`src/rtl/contador_modn_cascata.sv`:
```
// Cascaded mod-N down-counter: DIGITS digits, each with its own modulus,
// chained through a borrow ripple so MM:SS-style counts live in one block.
// Adds load saturation, stop-at-zero / wrap selection, a borrow-out for
// external chaining and one-shot done / load_err pulses.

// Single digit: loads (with saturation) or decrements on an incoming borrow.
module contador_modn_digit #(
  parameter int              WIDTH = 4,
  parameter logic [WIDTH-1:0] MOD  = 4'd10
) (
  input  logic             clk,
  input  logic             clear,
  input  logic             load,
  input  logic [WIDTH-1:0] din,
  input  logic             borrow_in,
  output logic [WIDTH-1:0] q,
  output logic             zero,
  output logic             sat,
  output logic             nxt_zero
);
  localparam logic [WIDTH-1:0] MAX = MOD - WIDTH'(1);

  logic [WIDTH-1:0] digit_q, digit_d;

  assign sat  = (din >= MOD);
  assign zero = (digit_q == '0);

  // Next digit value: load (saturated) beats borrow, borrow beats hold.
  always_comb begin
    digit_d = digit_q;
    if (load)           digit_d = sat ? MAX : din;
    else if (borrow_in) digit_d = zero ? MAX : digit_q - WIDTH'(1);
  end

  assign nxt_zero = (digit_d == '0);
  assign q        = digit_q;

  // Digit register, cleared asynchronously.
  always_ff @(posedge clk or negedge clear) begin
    if (!clear) digit_q <= '0;
    else        digit_q <= digit_d;
  end
endmodule

module contador_modn_cascata #(
  parameter int                        DIGITS       = 2,
  parameter int                        WIDTH        = 4,
  parameter logic [DIGITS*WIDTH-1:0]   MODS         = 8'h6A,
  parameter int                        STOP_AT_ZERO = 1
) (
  input  logic                    clk,
  input  logic                    clear,
  input  logic                    load,
  input  logic [DIGITS*WIDTH-1:0] data,
  input  logic                    enable,
  output logic [DIGITS*WIDTH-1:0] count,
  output logic [DIGITS-1:0]       digit_tc,
  output logic                    tc,
  output logic                    borrow_out,
  output logic                    done,
  output logic                    load_err
);
  if (DIGITS < 1 || DIGITS > 8) begin : g_bad_digits
    $error("contador_modn_cascata: DIGITS must be 1..8");
  end

  logic [DIGITS-1:0][WIDTH-1:0] cnt;
  logic [DIGITS-1:0]            borrow;
  logic [DIGITS-1:0]            sat;
  logic [DIGITS-1:0]            nxt_zero;
  logic                         step;
  logic                         done_q, done_d;
  logic                         load_err_q, load_err_d;

  assign tc         = &digit_tc;
  assign borrow_out = enable & tc & ~load;

  // At all-zero, stop mode suppresses the step; wrap mode lets the borrow
  // ripple through every zero digit, which reloads each one to its max.
  assign step      = enable & ~load & (~tc | (STOP_AT_ZERO == 0));
  assign borrow[0] = step;

  for (genvar i = 0; i < DIGITS; i++) begin : g_digit
    if (int'(MODS[i*WIDTH +: WIDTH]) < 2) begin : g_bad_mod
      $error("contador_modn_cascata: each digit modulus must be >= 2");
    end

    contador_modn_digit #(
      .WIDTH (WIDTH),
      .MOD   (MODS[i*WIDTH +: WIDTH])
    ) u_digit (
      .clk       (clk),
      .clear     (clear),
      .load      (load),
      .din       (data[i*WIDTH +: WIDTH]),
      .borrow_in (borrow[i]),
      .q         (cnt[i]),
      .zero      (digit_tc[i]),
      .sat       (sat[i]),
      .nxt_zero  (nxt_zero[i])
    );

    if (i < DIGITS - 1) begin : g_chain
      assign borrow[i+1] = borrow[i] & digit_tc[i];
    end
  end

  assign count = cnt;

  // Pulse sources: done only on a real decrement that lands on zero,
  // load_err only on a load that had to clamp some digit.
  always_comb begin
    done_d     = step & ~tc & (&nxt_zero);
    load_err_d = load & (|sat);
  end

  // Pulse registers; recomputed every edge so they never hold.
  always_ff @(posedge clk or negedge clear) begin
    if (!clear) begin
      done_q     <= 1'b0;
      load_err_q <= 1'b0;
    end else begin
      done_q     <= done_d;
      load_err_q <= load_err_d;
    end
  end

  assign done     = done_q;
  assign load_err = load_err_q;
endmodule

```
`config.mk`:
```
export PLATFORM = sky130hd
export DESIGN_NAME = contador_modn_cascata
export DESIGN_NICKNAME = d
export VERILOG_FILES = /design/src/rtl/contador_modn_cascata.sv
export SDC_FILE = /design/constraint.sdc
export NUM_CORES = 1
export LEC_CHECK = 0
export ABC_AREA = 0
export CORE_MARGIN = 1
export CORE_UTILIZATION = 36
export DETAILED_ROUTE_END_ITERATION = 8
export GPL_TIMING_DRIVEN = 0
export PLACE_DENSITY = 0.75
export SYNTH_ARGS = -nofsm -noshare
export SYNTH_HDL_FRONTEND = slang
export SYNTH_SLANG_ARGS = --single-unit
```
`constraint.sdc`:
```
create_clock -name clk -period 1.9 [get_ports clk]
set_input_delay 0.19 -clock clk [delete_from_list [all_inputs] [get_ports clk]]
set_output_delay 0.19 -clock clk [all_outputs]
set_load 0.02 [all_outputs]
```
Word-level counts from Yosys, hierarchy flattened
Cells that the tools add are included.

word-level totals
  register bits after elaboration = 10
  input port bits = 12
  output and inout bits = 14
  logic and storage cells = 33

operators by class
  add/sub/neg operators = 2
  $lt $le $gt $ge = 2
  multiplexer cells = 8
  bitwise logic cells = 10
  reduce and logical (&&, ||, !) cells = 7

operators with widths
  kind                                                               count
  two-way mux 4 bit                                                  8
  logical NOT 4 bit                                                  4
  AND 1 bit                                                          8
  subtractor 4 x 1 -> 4 bit, second input constant                   2
  greater-or-equal comparator 4 x 3 -> 1 bit, second input constant  1
  greater-or-equal comparator 4 bit, second input constant           1
  AND reduction 2 bit                                                2
  inverter 1 bit                                                     2
  OR reduction 2 bit                                                 1

Longest topological paths before layout
Gate-level depths: netlist (run 1).

  depth in word-level cells = 10
  mapped depth = 6

Hierarchy
A second synthesis (run 1) with hierarchy kept.

unflattened totals
  cells, all modules = 63
  area, all modules = 629.4 µm²

by module, submodules not included
  module                                     times used  cells an instance  area an instance (µm²)  sequential area each (µm²)
  contador_modn_digit at g_digit[0].u_digit  1           27                 267.8                   100.1
  contador_modn_digit at g_digit[1].u_digit  1           25                 249.0                   100.1
  contador_modn_cascata                      1           11                 112.6                   50.0

Least setup slack after synthesis (run 1)
No wires, ideal clock.

  path type = register to register
  start = register g_digit[0].u_digit.digit_q[1]
  end = register done_q, in the netlist done
  arrival = 1885 ps
  slack = -106 ps
  stages on the path, launching flop included = 6
  cell sequence = dfrtp_1 > or4_4 > or4b_1 > nand3_1 > a2111oi_0 > nor4b_2

on the way
  cells in the longest elaborated chain, start to end = 10
  elaborated cells between the ends (all ways) = 16
  classes of those cells = 1 x add/sub; 5 x mux; 5 x bitwise; 5 x reduce/logical

ends and longest elaborated chain
  element                                                                            RTL line  RTL
  start: declaration                                                                 23        logic [WIDTH-1:0] digit_q, digit_d;
  start signal: assignment                                                           41        else digit_q <= digit_d;
  parallel branches: the longest is 9 deep, another holds subtractor 4 x 1 -> 4 bit  n/a
  AND 1 bit *                                                                        113       done_d = step & ~tc & (&nxt_zero);
  named net done_d                                                                   72        logic done_q, done_d;
  end signal: assignment                                                             123       done_q <= done_d;
  end: declaration                                                                   72

Mark *: on every way through the listed nets, which the timed path passes.

Worst setup path after layout (run 1)
  start = register g_digit[0].u_digit.digit_q[0]
  end = register done_q, in the netlist done

The elaborated chain is that of the path after synthesis.

==> results of run 1 <==
-- registers in the layout, summed over array words and instances, names as in the netlist --
register / count
load_err: 1
g_digit.u_digit.q: 8
done: 1
-- per-layer routing --
metal / track usage [%] / wire, um / up-vias / part of all wire (%)
met5: 0 / 0 / - / 0
met1: 26.5 / 725 / 318 / 43
met4: 7.27 / 15 / 0 / 0.89
met3: 1.70 / 109 / 3 / 6.5
met2: 29.0 / 830 / 36 / 49
li1: - / - / 317 / -
-- cell type report --
cell class	instances	area share (%)
multi-input cells	47	37.0
well taps	16	2.02
clock buffers	4	2.64
repair buffers	31	28.0
flip-flops and latches	10	25.6
plain buffers	3	1.89
inverters	7	2.90
-- Yosys cell counts, drive strengths merged --
library cell / count
dfrtp: 10
a21oi: 6
inv: 6
nand3: 6
nor2: 5
nand2b: 3
nor3: 3
o21ai: 3
buf: 2
nand2: 2
nor4b: 2
or3b: 2
or4: 2
a2111oi: 1
a21boi: 1
a221oi: 1
a311o: 1
a31oi: 1
clkbuf: 1
clkinv: 1
nor2b: 1
nor4: 1
o211ai: 1
o21a: 1
o22ai: 1
o311a: 1
or2b: 1
or4b: 1
-- report_power, final --
group,total (mW),internal (mW),switching [mW]
Clock,0.150,0.0810,0.0694
Sequential,0.257,0.231,0.0267
Combinational,0.198,0.102,0.0963
Total,0.606,0.414,0.192
-- final timing paths --
check	endpoint	start	depth (start not counted)	slack [ps]
max	done	g_digit[0].u_digit.q[0]	5	-50
min	load_err	clear	1	240
max reg2reg	done	g_digit[0].u_digit.q[0]	5	-50
min reg2reg	g_digit[1].u_digit.q[3]	g_digit[1].u_digit.q[3]	1	660
max in group asynchronous	g_digit[1].u_digit.q[0]	clear	1	1310
min in group clk	g_digit[0].u_digit.q[2]	load	2	380
-- worst max-delay path, stage by stage, from the launching register on --
cell and delay, ps:
dfrtp_2 420, or4_4 590, or4b_4 510, nand3_2 80, a2111oi_2 60, nor4b_2 160
-- per-stage QoR --
| stage | worst slack, ps | power, mW | area [um2] |
|---|---|---|---|
| after floorplan | -31.7 | 0.340 | 616 |
| after global placement | -471 | 0.420 | 876 |
| after detailed placement | -428 | 0.423 | 876 |
| after CTS | -34.1 | 0.596 | 962 |
| after global routing | -84.1 | 0.640 | 993 |
| final | -46.4 | 0.606 | 993 |
-- cell families (layout without fill, tap and decap cells) --
family,count (synthesis),after routing,synth area share (%)
buf+inv,10,45,7.55
flops,10,10,40.8
compound gates,18,18,20.2
simple gates,29,29,31.4
-- repair_timing --
| action | 4_1_cts | 5_1_grt |
|---|---|---|
| gates cloned | 0 | 0 |
| setup buffers | 4 | 3 |
| pin swaps | 5 | 2 |
| hold endpoints to repair | 0 | 0 |
| gates resized for setup | 20 | 8 |
| setup endpoints to repair | 6 | 5 |
==> metrics.md, run 1 <==
| Metric | Value |
|---|---|
| Status | `complete, but fails checks` |
| Pre-antenna DRT Iters | `4` |
| CP Capture Type | `flop` |
| Multi-input logic area | `368 um2` |
| Dpl hpwl | `1.10 mm` |
| Commonest non-fill, non-tap cell in the layout | `clkdlybuf4s50_1` |
| Antenna violations before repair | `0` |
| Worst Setup Path Type | `reg2reg` |
| Worst setup margin | `-46.4 ps` |
| Synth area leaders | `dfrtp_1 (41%), a21oi_1 (4.9%), nand3_1 (4.1%)` |
| Via count | `674` |
| Startpoint Class | `flop` |
| Final Util | `64.4%` |
| Clock sink count | `10` |
| Placeable Area | `1540 um2` |
| Maximum VDD drop | `510 uV` |
| Syn Inst Count | `67` |
| Clock period minus worst slack | `1950 ps` |
| Commonest cells after routing, fill and taps aside | `clkdlybuf4s50_1 (19), buf_4 (10), dfrtp_1 (7), a21oi_1 (6)` |
| Initial core utilization | `39.8%` |
| Max-slew violation count | `0` |
| RSZ-0062 raised after global routing | `true` |
| Hold slack | `240 ps` |
| Routed Antenna Nets | `0` |
| Detailed Route WL | `1.68 mm` |
| # rows | `14` |
| CTS Buffer Depth | `2` |
| Avg Inst Size Synth | `9.15 um2` |
| CTS H-Tree Depth | `1` |
| CTS Buf Count | `3` |
| Yosys cell types | `34` |
| DR DRC count | `0` |
| RePlAce Congestion | `0.758` |
| TritonCTS clock tree | `built` |
| Placed insts | `107` |
| Detailed-route wire length per cell | `14.2 um` |
| Seq/Total Area, Yosys | `40.8%` |
| Max cap viols | `0` |
| Die ar. | `1870 um2` |
| Setup total negative slack | `-46.4 ps` |
| Clock-pin slew on the worst setup and hold paths | `70 ps` |
| Yosys top cell area share | `40.8%` |
| Fmax | `514 MHz` |
| Fillers | `131` |
| First-pass GRT wire length | `2.66 mm` |
| Fin cells | `118` |
| WP data arrival | `2090 ps` |
| Ys Warns | `0` |
| Sequential cell area | `254 um2` |
| Final Cycle Share | `102%` |
| Hold Crit Class | `in2async` |
| Hold Vio Cnt, Final | `0` |
| Worst slew pin tran | `485 ps` |
| Max-slew headroom | `67.2%` |
| Nets | `115` |
| IO buf count | `24` |
| Setup violations, final | `1` |
| Leakage | `0.426 nW` |
| Ant. Diodes | `0` |
| DR iter-0 viols | `9` |
| Required @ worst endpoint | `2040 ps` |
| Total GRT Usage | `18.6%` |
| Share of layout cells above drive strength 1 | `31.4%` |
| Synthesis-stage register bit count | `10` |
| Post-Syn Nets | `79` |
| Failing checks | `setup timing` |
| Hold bufs inserted after CTS | `0` |
| Die height | `43.3 um` |
| Number of global-route vias before repair | `601` |
| Ports | `26` |
| Root buf cell | `clkbuf_4` |
| Area Overhead vs Synth | `62.0%` |
| Cell Area, Synth | `613 um2` |
| Vias per cell | `5.71` |
| Overflow after GRT | `0` |
| CP Max Fanout | `4` |
| Power Dens Cells | `610 nW/um2` |
| Die Wd | `43.3 um` |
| Worst-skew pair later-pin latency | `260 ps` |
| Post-synth top area cell | `dfrtp_1` |
| Largest net degree at the start of global routing | `11` |
| Worst Clk Skew | `6.15 ps` |
(Power assumes the default switching activity.)
==> run 2: changes to the inputs <==
- MAX_ROUTING_LAYER: unset -> met4
- TNS_END_PERCENT: unset -> 1
==> metrics.md, run 2 (synthesized netlist as in run 1, its figures left out) <==
| Metric | Value |
|---|---|
| Status | `complete, but fails checks` |
| Failing checks | `setup timing` |
| Worst-skew pair later-pin latency | `260 ps (about the same)` |
| CP Depth | `5 (unchanged)` |
| Clock period minus worst slack | `1960 ps (+15.3 ps)` |
| Max reg flops | `8 (unchanged)` |
| # rows | `14 (unchanged)` |
| Setup violations, final | `1 (unchanged)` |
| Critical-path top delay cell | `or4_4` |
| Max-slew headroom | `67.6% (+0.37 points)` |
| Fmax | `510 MHz (-0.78%)` |
| Via count | `655 (-2.8%)` |
| Detailed-route wire length per cell | `14.2 um (-0.63%)` |
| Ant. Diodes | `0 (unchanged)` |
| IO buf count | `24 (unchanged)` |
| Worst slew pin tran | `480 ps (-5.42 ps)` |
| Placeable Area | `1540 um2 (unchanged)` |
| Number of global-route vias before repair | `601 (unchanged)` |
| Worst-path cell chain | `or4_4 > or4b_4 > nand3_2 > a2111oi_2 > nor4b_2` |
| Clock-pin slew on the worst setup and hold paths | `70 ps (about the same)` |
| Final Cycle Share | `103% (+0.81 points)` |
| CP Max Fanout | `4 (unchanged)` |
| Worst setup margin | `-61.8 ps (-15.3 ps)` |
| TritonCTS clock tree | `built` |
| Leakage | `0.410 nW (-3.8%)` |
| Critical path buffers and inverters | `0 (unchanged)` |
| Detailed Route WL | `1.63 mm (-3.2%)` |
| CTS H-Tree Depth | `1 (unchanged)` |
| Worst Setup Path Type | `reg2reg` |
| Antenna violations before repair | `0 (unchanged)` |
| Ports | `26 (unchanged)` |
| FF-to-FF path depth | `5 (unchanged)` |
| Initial core utilization | `39.8% (unchanged)` |
| Dpl hpwl | `1.10 mm (unchanged)` |
| Die height | `43.3 um (unchanged)` |
| DR DRC count | `0 (unchanged)` |
| Overflow after GRT | `0 (unchanged)` |
| Die Wd | `43.3 um (unchanged)` |
| Startpoint Class | `flop` |
| Power Dens Cells | `615 nW/um2 (+0.81%)` |
| Clock sink count | `10 (unchanged)` |
| Total power | `597 uW (-1.5%)` |
| Share of layout cells above drive strength 1 | `29.3% (-2.1 points)` |
| CTS Buffer Depth | `2 (unchanged)` |
| CP Capture Type | `flop` |
| RePlAce Congestion | `0.768 (+1.3%)` |
| Hold Vio Cnt, Final | `0 (unchanged)` |
| Vias per cell | `5.70 (-0.28%)` |
| Maximum VDD drop | `508 uV (-0.44%)` |
| CP top delay family | `simple AND/OR/NAND/NOR gates` |
| Root buf cell | `clkbuf_4` |
| CTS Buf Count | `3 (unchanged)` |
| CP peak stage delay | `600 ps (about the same)` |
| Area Overhead vs Synth | `58.4%` |
| Routed Antenna Nets | `0 (unchanged)` |
| DR iter-0 viols | `10 (+1)` |
| Required @ worst endpoint | `2050 ps (about the same)` |
| Nets | `112 (-2.6%)` |
| Largest net degree at the start of global routing | `11 (unchanged)` |
| Die ar. | `1870 um2 (unchanged)` |
| Max-slew violation count | `0 (unchanged)` |
| First-pass GRT wire length | `2.66 mm (unchanged)` |
| Pre-antenna DRT Iters | `4 (unchanged)` |
| Hold Crit Class | `in2async` |
| Setup total negative slack | `-61.8 ps (-15.3 ps)` |
| Max cap viols | `0 (unchanged)` |
| Total GRT Usage | `19.1% (+0.50 points)` |
| RSZ-0062 raised after global routing | `true` |
| WP data arrival | `2110 ps (+20 ps)` |
| Commonest cells after routing, fill and taps aside | `clkdlybuf4s50_1 (19), buf_4 (8), dfrtp_1 (7), a21oi_1 (6)` |
| Worst Clk Skew | `5.99 ps (-0.160 ps)` |
| Commonest non-fill, non-tap cell in the layout | `clkdlybuf4s50_1` |
==> run 2: layout make-up <==
cell class / instances / area [um2]
multi-input combinational: 47 / 365
sequential: 10 / 254
tap: 16 / 20.0
inverter: 7 / 28.8
buffer: 3 / 18.8
clock buffer: 4 / 26.3
timing repair buffer: 28 / 258
fill: 133 / 571
==> run 2: metrics by stage <==
| stage | util (%) | cells | cell area, um2 | setup slack [ps] | hold slack (ps) |
|---|---|---|---|---|---|
| floorplan | - | 67 | 616 | -31.7 | -106 |
| global placement | 56.8 | 107 | 876 | -471 | 532 |
| detailed placement | 56.8 | 107 | 876 | -428 | 532 |
| CTS | 62.4 | 115 | 962 | -34.1 | 248 |
| global route | 63.0 | 115 | 971 | -90.8 | 281 |
| finish | 63.0 | 115 | 971 | -61.8 | 239 |
==> run 2: worst paths after layout <==
| kind | endpoint | from | slack [ps] |
|---|---|---|---|
| worst max-delay path | done | g_digit[0].u_digit.q[0] | -60 |
| worst min-delay path | load_err | clear | 240 |
| worst max register to register | done | g_digit[0].u_digit.q[0] | -60 |
| worst min register to register | g_digit[1].u_digit.q[3] | g_digit[1].u_digit.q[3] | 650 |
| max in group asynchronous | g_digit[1].u_digit.q[0] | clear | 1320 |
| min in group clk | g_digit[0].u_digit.q[1] | load | 380 |
==> run 2: layer usage <==
metal  routed length (um)  global-route usage, %  vias to the layer above
met3                   76                   1.28                        4
met4                   19                   7.27                        0
met1                  751                   26.7                      313
met5                    0                      -                        -
li1                     -                      -                      313
met2                  780                   29.0                       25
==> run 2: where the power goes <==
part / total [mW] / leakage [nW] / switching [mW] / internal, mW
Clock: 0.151 / 0.0150 / 0.0703 / 0.0810
Sequential: 0.257 / 0.119 / 0.0259 / 0.231
Combinational: 0.189 / 0.276 / 0.0943 / 0.0951
Total: 0.597 / 0.410 / 0.190 / 0.407
==> run 2: what timing repair did <==
item,in CTS,in global routing
pin swaps,5,2
gates cloned,0,0
gates resized for setup,20,7
hold buffers,0,0
endpoints found under the setup margin,6,5
buffers inserted,4,0
==> run 3: changes to the inputs <==
- CORE_AREA: unset -> 2 2 39 41
- CORE_MARGIN: 1 -> unset
- CORE_UTILIZATION: 36 -> unset
- DIE_AREA: unset -> 0 0 41 43
- DONT_BUFFER_PORTS: unset -> 1
- PLACE_DENSITY: 0.75 -> 0.66
==> metrics.md, run 3 (synthesized netlist as in run 1, its figures left out) <==
| Metric | Value |
|---|---|
| RePlAce Congestion | `0.735 (-4.3%)` |
| Internal power | `343 uW (-16%)` |
| Ports | `26 (unchanged)` |
| Max-slew headroom | `63.1% (-4.4 points)` |
| Maximum VDD drop | `332 uV (-35%)` |
| CTS H-Tree Depth | `1 (unchanged)` |
| Max-slew violation count | `0 (unchanged)` |
| Worst slew pin tran | `549 ps (+68.8 ps)` |
| Worst setup margin | `-141 ps (-79.7 ps)` |
| Status | `complete, but fails checks` |
| Area Overhead vs Synth | `19.2%` |
| Power Dens Cells | `705 nW/um2 (+15%)` |
| Detailed-route wire length per cell | `16.5 um (+17%)` |
| First-pass GRT wire length | `2.33 mm (-12%)` |
| WP data arrival | `2190 ps (+80 ps)` |
| Worst-path cell chain | `or4_4 > or4b_4 > nand3_2 > a2111oi_4 > nor4b_2` |
| Number of global-route vias before repair | `525 (-13%)` |
| Leakage | `0.286 nW (-30%)` |
| CTS Buf Count | `3 (unchanged)` |
| Fillers | `137 (+3.0%)` |
| Nets | `85 (-24%)` |
| Routed Antenna Nets | `0 (unchanged)` |
| Worst Clk Skew | `0.790 ps (-5.20 ps)` |
| Combinational Power Share | `18.5% (-13 points)` |
| Startpoint Class | `flop` |
| Hold Vio Cnt, Final | `0 (unchanged)` |
| Hold Crit Depth | `2` |
| Die height | `43 um (-0.61%)` |
| CP peak stage delay | `610 ps (about the same)` |
| Detailed Route WL | `1.44 mm (-12%)` |
| Commonest cells after routing, fill and taps aside | `a21oi_1 (6), dfrtp_1 (6), nor2_1 (4), inv_1 (4), dfrtp_2 (4)` |
| IO buf count | `0 (-100%)` |
| Critical-path top delay cell | `or4_4` |
| Die ar. | `1760 um2 (-5.8%)` |
| Failing checks | `setup timing` |
| Largest net degree at the start of global routing | `11 (unchanged)` |
| Required @ worst endpoint | `2050 ps (about the same)` |
| Total GRT Usage | `20.2% (+1.0 points)` |
| Setup violations, final | `4 (+3)` |
| Max cap viols | `0 (unchanged)` |
| Max reg flops | `8 (unchanged)` |
| Die Wd | `41 um (-5.2%)` |
| Clock share of power | `27.0% (+1.7 points)` |
| Dpl hpwl | `1.06 mm (-3.8%)` |
| Sequential power share | `54.5% (+12 points)` |
| Min-delay src | `data[0]` |
| Worst setup startpoint | `g_digit[0].u_digit.q[0]` |
| Worst-skew pair later-pin latency | `260 ps (about the same)` |
| Antenna violations before repair | `0 (unchanged)` |
| DR DRC count | `0 (unchanged)` |
| RSZ-0062 raised after global routing | `true` |
| Total power | `515 uW (-14%)` |
| FF-to-FF path depth | `5 (unchanged)` |
| Placeable Area | `1380 um2 (-10%)` |
| Vias per cell | `6.36 (+12%)` |
| TritonCTS clock tree | `built` |
| Switch share | `33.4% (+1.5 points)` |
| Fmax | `490 MHz (-3.9%)` |
| Via count | `553 (-16%)` |
| Worst Setup Path Type | `reg2reg` |
| Hold slack | `71.5 ps (-167 ps)` |
| Share of layout cells above drive strength 1 | `35.2% (+5.9 points)` |
| Root buf cell | `clkbuf_4` |
| Pre-antenna DRT Iters | `4 (unchanged)` |
| Clock sink count | `10 (unchanged)` |
| Worst reg2reg path startpoint | `g_digit[0].u_digit.q[0]` |
| DR iter-0 viols | `9 (-1)` |
| Ant. Diodes | `0 (unchanged)` |
| Clock period minus worst slack | `2040 ps (+79.7 ps)` |
| Final Cycle Share | `107% (+4.2 points)` |
| Net Switching | `172 uW (-9.6%)` |
| # rows | `14 (unchanged)` |
| Multi-input logic area | `377 um2 (+3.1%)` |
| CP Capture Type | `flop` |
| Overflow after GRT | `0 (unchanged)` |
| CP Max Fanout | `7 (+3)` |
| Initial core utilization | `44.3% (+4.5 points)` |
| Sequential cell area | `255 um2 (+0.49%)` |
| Hold Crit Class | `in2reg` |
| Clock-pin slew on the worst setup and hold paths | `60 ps (about the same)` |
| CTS Buffer Depth | `2 (unchanged)` |
[run 3: cell types whose count changed in the layout (fill, tap and decap cells not counted), sizes merged]
cell / delta
clkdlybuf4s50: -19
buf: -7
inv: -1
dlygate4sd2: -2
clkinv: +1
clkbuf: -1
dlygate4sd3: +1
[run 3: worst max-delay path, delay by kind of cell, from the launching register on]
kind	cells	cell delay, ps
flip-flops	1	480
AO/OA/AOI/OAI	1	70
AND/OR/NAND/NOR	4	1390
[run 3: power by group through the flow]
stage               clock network (mW)  logic, mW  registers, mW
detailed placement                   0     0.0771          0.281
finish                           0.139     0.0955          0.281
global route                     0.158      0.106          0.285
global placement                     0     0.0765          0.281
CTS                              0.142     0.0898          0.280
floorplan                            0     0.0656          0.274
[run 3: path summary, 6_finish.rpt]
path / to / slack, ps
setup / recovery: done / -140
hold / removal: g_digit[0].u_digit.q[0] / 70
setup reg to reg: done / -140
hold reg to reg: g_digit[1].u_digit.q[1] / 730
max in group asynchronous: g_digit[0].u_digit.q[0] / 1260
min in group asynchronous: g_digit[1].u_digit.q[2] / 310
[run 3: cell type report]
type,count,area share (%)
Timing Repair Buffer,1,1.37
Multi-Input combinational cell,47,51.5
Sequential cell,10,34.9
Inverter,7,3.77
Buffer,3,2.57
Tap cell,16,2.74
Clock buffer,3,3.08
[run 3: per-stage QoR]
stage	setup slack, ps	TNS (ps)	cell area [um2]	util [%]	instances
floorplan	-31.7	-31.7	616	-	67
global placement	-249	-346	636	45.9	83
detailed placement	-215	-266	636	45.9	83
CTS	-98.0	-135	709	51.3	87
global route	-203	-519	731	52.8	87
finish	-141	-218	731	52.8	87
[run 3: layer usage]
layer / track usage [%] / up-vias / wire, um
met5: - / - / 0
met4: 10.0 / 0 / 20
met3: 5.24 / 2 / 144
met2: 28.7 / 29 / 691
met1: 25.7 / 264 / 579
li1: - / 258 / -
[run 3: timing repair]
action	CTS	global route
gates resized for setup	12	3
setup buffers	0	0
setup endpoints to repair	5	5
pin swaps	4	1
hold buffers	1	0
hold endpoints to repair	10	0
==> edit 1 (settings of run 1) <==
`WIDTH` is set to 4 in 2 places; all go to 5.
--- a/src/rtl/contador_modn_cascata.sv
+++ b/src/rtl/contador_modn_cascata.sv
@@ -5,7 +5,7 @@
 
 // Single digit: loads (with saturation) or decrements on an incoming borrow.
 module contador_modn_digit #(
-  parameter int              WIDTH = 4,
+  parameter int              WIDTH = 5,
   parameter logic [WIDTH-1:0] MOD  = 4'd10
 ) (
   input  logic             clk,
@@ -44,7 +44,7 @@
 
 module contador_modn_cascata #(
   parameter int                        DIGITS       = 2,
-  parameter int                        WIDTH        = 4,
+  parameter int                        WIDTH        = 5,
   parameter logic [DIGITS*WIDTH-1:0]   MODS         = 8'h6A,
   parameter int                        STOP_AT_ZERO = 1
 ) (
Interface: changed (resized count and data); port bits go from 26 to 30. The function was not compared with the original's and may differ.
==> edit 1 against run 1 <==
The run still ends with setup timing left; first-iteration DRC count is 22% higher; worst hold slack better by 0.016 ns; core utilization down 5.3 points; global-route usage rose by 0.71 points; design area is 30% higher; power rose by 25%; critical path depth is 3 higher; wire length increased by 29%; worst setup slack worse by 0.14 ns; area after synthesis increased by 35%; sequential cell count up 2; largest power group unchanged.
==> edit 1: results (changes against run 1) <==
| Metric | Value |
|---|---|
| Status | finished, violations left (unchanged) |
| GR Layer Usage met1 | 23.0% (was 26.5%) |
| Clock slew at reported path FFs | 0.09 ns (was 0.07 ns) |
| Slowest cell on crit path | or4b_4 (was or4_4) |
| First-pass GRT wire length | 3570 um (was 2660 um) |
| Vias in the first global route | 803 (was 601) |
| Worst skew pair latency | 0.29 ns (was 0.26 ns) |
| Post-DP Area | 1170 sq um (was 876 sq um) |
| Dpl ws | -0.313 ns (was -0.428 ns) |
| Fraction of layout cells with a size suffix above 1 | 35.7% (was 31.4%) |
| Largest net degree at the start of global routing | 13 (was 11) |
| Routed wire length | 2170 um (was 1680 um) |
| Post-CTS Setup Inserts | 6 (was 4) |
| Final worst setup slack | -0.185 ns (was -0.0464 ns) |
| Pwr Density | 584 nW/um^2 (was 610 nW/um^2) |
| GRT Util Overall | 19.3% (was 18.6%) |
| Top post-synthesis cells by area | dfrtp_1, nand2_1, inv_1 (was dfrtp_1, a21oi_1, nand3_1) |
| Final nets | 146 (was 115) |
| # setup viols final | 3 (was 1) |
| Clock Skews | 0.00857 ns (was 0.00615 ns) |
| LEAKAGE | 0.527 nW (was 0.426 nW) |
| DP Wirelength | 1540 um (was 1100 um) |
| CP max stage delay | 0.50 ns (was 0.59 ns) |
| Failing checks | setup timing (unchanged) |
| GPL Wtd Cong | 0.821 (was 0.758) |
| Largest register FFs | 10 (was 8) |
| Delay-heaviest family, CP | compound AO/OA/AOI/OAI gates (was simple AND/OR/NAND/NOR gates) |
| Sequential element share of the synthesized area | 36.3% (was 40.8%) |
| Power Clock | 0.181 mW (was 0.150 mW) |
| Wire length on met1 | 972 um (was 725 um) |
| Syn nets | 105 (was 79) |
| P_comb | 0.278 mW (was 0.198 mW) |
| Worst setup path startpoint | g_digit[0].u_digit.q[1]$_DFF_PN0_ (was g_digit[0].u_digit.q[0]$_DFF_PN0_) |
| Syn Inst Count | 89 (was 67) |
| Commonest cells post-synth | dfrtp_1, nand2_1, inv_1, nor2_1, nor3_1 (was dfrtp_1, a21oi_1, inv_1, nand3_1, nor2_1) |
| Met3 usage | 1.85% (was 1.70%) |
| Total negative slack | -0.330 ns (was -0.0464 ns) |
| First DRT Iteration DRCs | 11 (was 9) |
| VDD IR max | 0.421 mV (was 0.510 mV) |
| Reg2Reg Depth | 8 (was 5) |
| Post-synth cell types | 40 (was 34) |
| Grt met2 use | 32.7% (was 29.0%) |
| CTS-repair resized insts | 26 (was 20) |
edit 1: cell count changes in the layout (fill, tap and decap cells not counted), moves of 3 or more:
cell and delta:
nand2_1 +8, clkdlybuf4s50_1 +6, a21oi_1 -4, buf_6 +4, a311oi_1 +3, inv_2 +3, nor3_1 +3
edit 1: layout make-up:
type / count / area (sq um)
Buffer: 4 / 41.3
Clock buffer: 4 / 26.3
Fill cell: 202 / 895
Inverter: 10 / 45.0
Multi-Input combinational cell: 63 / 510
Sequential cell: 12 / 307
Tap cell: 28 / 35.0
Timing Repair Buffer: 36 / 332
edit 1: worst reg2reg max path, stage by stage, from the launching register on:
cell      delay, ns
dfrtp_2        0.42
inv_2          0.08
ha_4           0.13
or4b_4         0.50
clkinv_4       0.08
a21boi_4       0.06
o311ai_0       0.46
a211o_1        0.19
nor4_2         0.04
edit 1: worst min-delay path by stage:
stage / from / endpoint / cells after the start / slack [ns]
after detailed placement: clear / g_digit[1].u_digit.q[3]$_DFF_PN0_ / 1 / 0.58
after floorplan: clear / done$_DFF_PN0_ / 0 / -0.11
after CTS: clear / g_digit[1].u_digit.q[4]$_DFF_PN0_ / 1 / 0.28
final: clear / g_digit[0].u_digit.q[3]$_DFF_PN0_ / 1 / 0.26
after global placement: clear / g_digit[1].u_digit.q[3]$_DFF_PN0_ / 1 / 0.57
after global routing: clear / g_digit[1].u_digit.q[4]$_DFF_PN0_ / 1 / 0.33
edit 1: cells by family after synthesis:
group	count (synthesis)	synth area share, %
XOR/XNOR	2	2.12
multiplexers	1	1.36
AND/OR/NAND/NOR	40	29.6
adder cells (fa/ha/maj)	2	3.02
AO/OA/AOI/OAI	18	18.0
flip-flops	12	36.3
buffers and inverters	14	9.67
